[src/rtl/regbank_pkg.sv]
// regbank_pkg: shared defaults and the address-valid helper for register_bank
package regbank_pkg;
  localparam int DEFAULT_DATA_WIDTH = 32;
  localparam int DEFAULT_NUM_REGS = 16;
  localparam bit DEFAULT_ZERO_R0 = 1'b1;
  function automatic logic addr_valid(input int unsigned addr, input int unsigned num_regs, input bit zero_r0);
    return addr < num_regs && !(zero_r0 && addr == 0);
  endfunction
endpackage

[src/rtl/regbank_read_port.sv]
// regbank_read_port: one combinational read port (addr decode, write bypass, busy mask); ports addr/regs/busy_vec/wr_* in, data/busy out
module regbank_read_port
  import regbank_pkg::*;
#(
  parameter int DATA_WIDTH = DEFAULT_DATA_WIDTH,
  parameter int NUM_REGS = DEFAULT_NUM_REGS,
  parameter int ADDR_WIDTH = $clog2(NUM_REGS),
  parameter bit ZERO_R0 = DEFAULT_ZERO_R0
) (
  input  logic [ADDR_WIDTH-1:0] addr,
  input  logic [DATA_WIDTH-1:0] regs [NUM_REGS],
  input  logic [NUM_REGS-1:0]   busy_vec,
  input  logic                  wr_en,
  input  logic [ADDR_WIDTH-1:0] wr_addr,
  input  logic [DATA_WIDTH-1:0] wr_data,
  output logic [DATA_WIDTH-1:0] data,
  output logic                  busy
);
  logic valid, hit;
  always_comb begin
    valid = addr_valid(32'(addr), NUM_REGS, ZERO_R0);
    hit = valid && wr_en && wr_addr == addr;
    data = !valid ? '0 : hit ? wr_data : regs[addr];
    busy = valid && !hit && busy_vec[addr];
  end
endmodule

[src/rtl/register_bank.sv]
// register_bank: NUM_REGS register file, 2 read/1 write ports, bypass, busy scoreboard; clock/clear in, rd_*/busy_vec/rsv_count out
module register_bank
  import regbank_pkg::*;
#(
  parameter int DATA_WIDTH = DEFAULT_DATA_WIDTH,
  parameter int NUM_REGS = DEFAULT_NUM_REGS,
  parameter int ADDR_WIDTH = $clog2(NUM_REGS),
  parameter bit ZERO_R0 = DEFAULT_ZERO_R0,
  parameter logic [DATA_WIDTH-1:0] INIT = '0
) (
  input  logic                  clock,
  input  logic                  clear,
  input  logic [ADDR_WIDTH-1:0] rd_addr_a,
  output logic [DATA_WIDTH-1:0] rd_data_a,
  output logic                  rd_busy_a,
  input  logic [ADDR_WIDTH-1:0] rd_addr_b,
  output logic [DATA_WIDTH-1:0] rd_data_b,
  output logic                  rd_busy_b,
  input  logic                  wr_en,
  input  logic [ADDR_WIDTH-1:0] wr_addr,
  input  logic [DATA_WIDTH-1:0] wr_data,
  input  logic                  rsv_en,
  input  logic [ADDR_WIDTH-1:0] rsv_addr,
  output logic [NUM_REGS-1:0]   busy_vec,
  output logic [ADDR_WIDTH:0]   rsv_count
);
  localparam int CW = ADDR_WIDTH + 1;
  logic [DATA_WIDTH-1:0] regs [NUM_REGS];
  logic [NUM_REGS-1:0] busy, busy_next;
  logic [ADDR_WIDTH:0] count_next;
  logic wr_ok, rsv_ok, inc, dec;
  assign busy_vec = busy;
  always_comb begin
    wr_ok = wr_en && addr_valid(32'(wr_addr), NUM_REGS, ZERO_R0);
    rsv_ok = rsv_en && addr_valid(32'(rsv_addr), NUM_REGS, ZERO_R0);
    inc = rsv_ok && !busy[rsv_addr];
    // a same-address reserve keeps the bit set, so the write's release does not count
    dec = wr_ok && busy[wr_addr] && !(rsv_ok && rsv_addr == wr_addr);
    count_next = rsv_count + CW'(inc) - CW'(dec);
    for (int i = 0; i < NUM_REGS; i++)
      busy_next[i] = (busy[i] && !(wr_ok && wr_addr == ADDR_WIDTH'(i))) || (rsv_ok && rsv_addr == ADDR_WIDTH'(i));
  end
  always_ff @(posedge clock or posedge clear) begin
    if (clear) begin
      for (int i = 0; i < NUM_REGS; i++) regs[i] <= (ZERO_R0 && i == 0) ? '0 : INIT;
      busy <= '0;
      rsv_count <= '0;
    end else begin
      if (wr_ok) regs[wr_addr] <= wr_data;
      busy <= busy_next;
      rsv_count <= count_next;
    end
  end
  regbank_read_port #(.DATA_WIDTH(DATA_WIDTH), .NUM_REGS(NUM_REGS), .ADDR_WIDTH(ADDR_WIDTH), .ZERO_R0(ZERO_R0)) port_a (
    .addr(rd_addr_a), .regs(regs), .busy_vec(busy), .wr_en(wr_en), .wr_addr(wr_addr), .wr_data(wr_data),
    .data(rd_data_a), .busy(rd_busy_a)
  );
  regbank_read_port #(.DATA_WIDTH(DATA_WIDTH), .NUM_REGS(NUM_REGS), .ADDR_WIDTH(ADDR_WIDTH), .ZERO_R0(ZERO_R0)) port_b (
    .addr(rd_addr_b), .regs(regs), .busy_vec(busy), .wr_en(wr_en), .wr_addr(wr_addr), .wr_data(wr_data),
    .data(rd_data_b), .busy(rd_busy_b)
  );
endmodule

[config.mk]
export PLATFORM = sky130hd
export DESIGN_NAME = register_bank
export DESIGN_NICKNAME = d
export VERILOG_FILES = /design/src/rtl/regbank_pkg.sv /design/src/rtl/regbank_read_port.sv /design/src/rtl/register_bank.sv
export SDC_FILE = /design/constraint.sdc
export NUM_CORES = 1
export LEC_CHECK = 0
export ABC_CLOCK_PERIOD_IN_PS = 31500
export BUFFER_PORTS_ARGS = -buffer_cell sky130_fd_sc_hd__buf_4
export CAP_MARGIN = 20
export CELL_PAD_IN_SITES_DETAIL_PLACEMENT = 0
export CELL_PAD_IN_SITES_GLOBAL_PLACEMENT = 2
export CORE_MARGIN = 1
export CORE_UTILIZATION = 35
export DETAILED_ROUTE_END_ITERATION = 10
export GPL_TIMING_DRIVEN = 0
export PLACE_DENSITY = 0.69
export SETUP_SLACK_MARGIN = 0.5
export SYNTH_ARGS = -nofsm -noshare
export SYNTH_HDL_FRONTEND = slang
export SYNTH_SLANG_ARGS = --single-unit
export TNS_END_PERCENT = 10
[constraint.sdc]
create_clock -name clock -period 31.5 [get_ports clock]
set_input_delay 4.725 -clock clock [delete_from_list [all_inputs] [get_ports clock]]
set_output_delay 4.725 -clock clock [all_outputs]
set_load 0.01 [all_outputs]
After elaboration in Yosys (flattened, before gate mapping)
Cells that the tools add are included.

word-level totals
  memory bits (writable) = 0
  memory bits (read-only) = 0
  output and inout port bits = 87
  memories = 0
  register bits = 533
  bits in latches = 0

operators by class
  reduce and logical (&&, ||, !) cells = 107
  divide/modulo/power cells = 0
  $lt $le $gt $ge = 8
  add/sub/neg operators = 2
  shifts and indexed selects = 0
  bitwise logic cells = 3
  $mul = 0
  eq/ne operators = 33
  mux-type cells = 21

operators with widths
  kind                                                         number
  bitwise mux 512 bit                                          1
  2-to-1 mux 32 bit                                            9
  binary-select mux 32 bit (select 4 bit)                      2
  demux 32 bit (select 4 bit)                                  1
  equality test 4 bit (second input constant)                  16
  logical AND 1 bit                                            63
  equality test 4 x 3 -> 1 bit (second input constant)         8
  zero test 1 bit                                              24
  less-than comparator 4 x 5 -> 1 bit (second input constant)  4
  binary-select mux 1 bit (select 4 bit)                       4
  equality test 4 x 2 -> 1 bit (second input constant)         4
  zero test 4 bit                                              4
  logical OR 1 bit                                             16
  >= comparator 5 bit (second input constant)                  3
  inverter 4 -> 5 bit                                          3
  equality test 4 bit                                          3
  equality test 4 x 1 -> 1 bit (second input constant)         2
  adder 5 x 1 -> 5 bit                                         1
  less-than comparator 5 x 1 -> 1 bit (second input constant)  1
  subtractor 5 x 1 -> 5 bit                                    1
  2-to-1 mux 1 bit                                             4

Logic depth before layout (Yosys ltp)
  depth in word-level cells = 7
  mapped depth = 14

Hierarchy
Synthesis repeated with hierarchy kept, for this count alone.

unflattened totals
  cells, all modules = 1900
  area total of the unflattened synthesis = 29074.1 um^2

by module, submodules not included
  module             cells each  area each (um^2)  instances  seq. area each (um^2)
  register_bank      1242        20538.4           1          13337.8
  regbank_read_port  329         4267.8            2          0.0

Worst setup path after synthesis
No wires, ideal clock.

  path type = input to output
  start point = input rd_addr_a[0]
  end point = output rd_data_a[10]
  data required time = 26775 ps
  slack = 20663 ps
  path buffers = 2
  stages = 6
  data arrival time = 6112 ps
  cell sequence = buf_6 -> buf_2 -> mux4_2 -> a22oi_1 -> nand2_1 -> a22o_1

between the ends
  word-level cells in the longest chain between the ends = 6
  elaborated cells on any way between the ends = 11
  classes of those cells = eq/ne: 1; mux: 5; bitwise: 1; reduce/logical: 4

RTL lines
  what                                                                                        RTL line                                          text
  start: declaration                                                                          register_bank.sv:13                               input logic [ADDR_WIDTH-1:0] rd_addr_a,
  inverter 4 -> 5 bit (not written as such) or zero test 4 bit (tied branches)                regbank_read_port.sv:23, regbank_pkg.sv:7
  binary-select mux 32 bit (select 4 bit) or zero test 1 bit (tied branches)                  regbank_read_port.sv:23, regbank_pkg.sv:7
  2-to-1 mux 32 bit (not written as such) or logical AND 1 bit (tied branches) (2 in series)  regbank_read_port.sv:23, regbank_read_port.sv:22
  2-to-1 mux 32 bit                                                                           regbank_read_port.sv:23                           data = !valid ? '0 : hit ? wr_data : regs[addr];
  2-to-1 mux 32 bit *                                                                         regbank_read_port.sv:23
  end: declaration                                                                            register_bank.sv:14                               output logic [DATA_WIDTH-1:0] rd_data_a,

Mark *: on every way between the ends. The rest lies on a longest branch, timed or not. The select of a mux whose other input is x is not followed.

Worst setup path in the final report
  start point = input rd_addr_b[3]
  end point = output rd_data_b[30]

between the ends
  word-level cells in the longest chain between the ends = 6
  elaborated cells on any way between the ends = 11
  classes of those cells = eq/ne: 1; mux: 5; bitwise: 1; reduce/logical: 4

RTL lines
  what                                                                                        RTL line                                          text
  start: declaration                                                                          register_bank.sv:16                               input logic [ADDR_WIDTH-1:0] rd_addr_b,
  inverter 4 -> 5 bit (not written as such) or zero test 4 bit (tied branches)                regbank_read_port.sv:23, regbank_pkg.sv:7
  binary-select mux 32 bit (select 4 bit) or zero test 1 bit (tied branches)                  regbank_read_port.sv:23, regbank_pkg.sv:7
  2-to-1 mux 32 bit (not written as such) or logical AND 1 bit (tied branches) (2 in series)  regbank_read_port.sv:23, regbank_read_port.sv:22
  2-to-1 mux 32 bit                                                                           regbank_read_port.sv:23
  2-to-1 mux 32 bit *                                                                         regbank_read_port.sv:23
  end: declaration                                                                            register_bank.sv:17                               output logic [DATA_WIDTH-1:0] rd_data_b,

Marked as above.

==> impl_metrics.ini <==
[outcome]
status = finished clean

[global_route]
grt_max_degree = 124
grt_pass1_vias = 20231
antenna_found_initial = 2
grt_overflow = 0
grt_pass1_wl_microns = 141000
grtUsageTotal = 0.229

[setup_path]
cp_slowest_stage_delay_ns = 0.73
worst_setup_path_end_kind = primary output
criticalPathCategory = input pin to primary output
crit_buf_inv = 5
reg2reg_depth = 12
reg2reg_to = rsv_count[4]
crit_family = buffers and inverters
slowest_stage = nor2_1
timing.rr.start = busy_vec[4]
crit_required_ns = 26.78
path_cells = buf_2 -> buf_4 -> buf_4 -> a21oi_1 -> nor2_1 -> buf_2 -> a22o_1 -> buf_4
r2r_slack_ns = 28.28
start_kind = input pin
path_max_fanout = 10
worstPathArrival_ns = 7.44
cp_common_cell = buf_4

[worst_hold_path]
hold_start = regs[492]
min_path_type = register to register
min_to = regs[492]
min_path_cells = 1

[logic_synthesis]
synth_most_common_cell = dfrtp_1
avgSynthCellArea_sq_um = 15.2
syn_nets = 1965
synth_top_area_cell = dfrtp_1
ys.flop_type = dfrtp_1
ys_top_cells_by_count = dfrtp_1 (533), mux2_2 (428), mux4_2 (270)
synth_cells = 1907
synth_cell_types = 47
synth.top_cell.area_share = 0.460
synthArstFlopShare = 1.00
synth_seq_cells = 533
synth-seq-area-share = 0.460
syn_area_sq_mm = 0.0290
synth-warning-count = 0
yosys-top-cells-area = dfrtp_1 (46%), mux4_2 (21%), mux2_2 (17%)
synth-edff-count = 0

[run]
max_cap_viol_count = 0

[sta]
final_hold_viol_count = 0
max_slew.worst_pin.slew_ns = 1.13
worst_clock_skew_ns = 0.00311
fin_ws_ns = 19.33
slew_headroom = 0.246
finalCritPeriodShare = 0.386
fin_tns_setup_ns = 0
fmax_ghz = 0.0822
slew_viol_final = 0
rsz0062_at_grt = no
setup_viol = 0
fin_crit_ns = 12.17

[power_and_ir_drop]
vdd_drop_max_mv = 0.0528
power_leakage_nw = 14.2
power_density_mw_per_mm2 = 67.5

[cts]
cts_tree = yes
clockBufferDepth = 3
root_buffer = clkbuf_16
clk_latency_ns = 0.63
cts-resized-gates = 0
numCtsBuffers = 60
cts_hold_buf = 0
post_cts_buffers = 0
htree_levels = 2
clkTransAtPathRegs_ns = 0.06
clock-sinks = 533

[place]
globalplace.congestion = 0.825
dp_hpwl_microns = 64400
place.port_buffers = 128
dp_slack_ns = 19.40

[finish]
antenna_cells = 0
drive_above_1_share = 0.515
final_util = 0.409
final_nets = 2159
areaGrowthSynthToFinish_pct = 15.6

[detailed_routing]
drcViolationCount = 0
firstDrtPassIters = 5
vias_per_cell = 5.84
wl_per_cell_microns = 29.8
ant_nets = 0
vias = 18802
wl_microns = 96000
dr.first_iter.drc_count = 1475

[die]
die_area_sq_mm = 0.0840
fp.dieW_microns = 290
floorplan.initialDensity = 0.354
pin_count = 139
core-area_sq_mm = 0.0820
dieHeight_microns = 290
rows = 105
report_power, final:
part,switching (mW),leakage [nW],total [mW],internal [mW]
clock network,0.299,1.05,0.754,0.455
logic,0.222,6.62,0.556,0.334
registers,0.114,6.58,0.952,0.838
total,0.635,14.2,2.26,1.63
worst max-delay path by stage:
stage	start	end	slack, ns	cells past startpoint
after global placement	clear	regs[301]	5.87	2
after floorplan	clear	busy_vec[0]	11.88	1
after CTS	rd_addr_b[3]	rd_data_b[30]	19.40	8
after detailed placement	rd_addr_b[3]	rd_data_b[30]	19.40	8
final	rd_addr_b[3]	rd_data_b[30]	19.33	8
after global routing	rd_addr_b[3]	rd_data_b[9]	19.27	8
sequential cells by signal (all words and copies together) (netlist names):
signal     flops
busy_vec      16
rsv_count      5
regs         512
worst register-to-register path, stage by stage (launching register included):
cell and delay, ns:
dfrtp_1 0.48, mux4_1 0.52, mux4_2 0.48, or2_1 0.24
ha_1 0.31, inv_1 0.06, ha_1 0.15, inv_1 0.06
fa_1 0.43, inv_1 0.07, a21o_1 0.11, a21oi_1 0.08
xnor2_1 0.13
layout by cell type, fill, tap and decap left out, types with 3 or more instances in the layout:
cell	netlist	routed
clkbuf_1	106	117
clkbuf_16	0	61
nand4_1	3	3
buf_2	76	76
nand3b_1	3	3
a22o_1	64	64
mux2_1	15	15
mux2_2	428	428
bufinv_16	0	7
buf_12	3	3
inv_1	20	19
o22ai_1	7	7
clkinv_2	0	10
mux4_2	270	270
xnor2_1	14	14
buf_16	0	4
mux2_4	39	39
nand2b_1	3	3
buf_4	21	149
ha_1	5	5
nor2_1	8	8
nor3_2	6	6
o21ai_0	10	10
nor2b_1	7	7
a22oi_1	128	128
or3_1	3	3
a21oi_1	5	5
clkbuf_8	0	19
dfrtp_1	533	533
mux4_1	4	4
buf_6	22	22
nand2_1	76	76
through the flow:
stage	total power, mW	hold slack (ns)	cell area (sq um)	cells
6_report	2.26	0.476	33500	3219
5_1_grt	2.36	0.493	33500	3219
4_1_cts	2.28	0.482	33500	3219
3_5_place_dp	1.52	0.468	31400	3109
3_3_place_gp	1.49	0.452	31300	3105
2_1_floorplan	1.33	0.441	29000	1907
layer usage:
layer | global-route usage | vias to the layer above | wire [microns]
li1 | - | 7810 | -
met1 | 0.292 | 10234 | 39200
met2 | 0.382 | 579 | 47100
met3 | 0.0512 | 177 | 6150
met4 | 0.0825 | 2 | 3410
met5 | 0 | - | 15
area by class of cell:
type	count	area, sq um
tap	1070	1340
sequential	533	13300
clock inverter	19	288
buffer	230	1250
multi-input combinational	1124	14300
inverter	20	82.6
clock buffer	91	1830
timing repair buffer	132	1070
fill	7598	48500
cell families (layout without fill, tap and decap cells):
family	after synthesis	in the layout	share of synthesized area
multiplexers	756	756	0.406
flip-flops	533	533	0.460
buffers and inverters	250	492	0.0458
AO/OA/AOI/OAI	223	223	0.0595
AND/OR/NAND/NOR	125	125	0.0218
XOR/XNOR	14	14	0.00423
adder cells (fa/ha/maj)	6	6	0.00285
(Power assumes the default switching activity.)
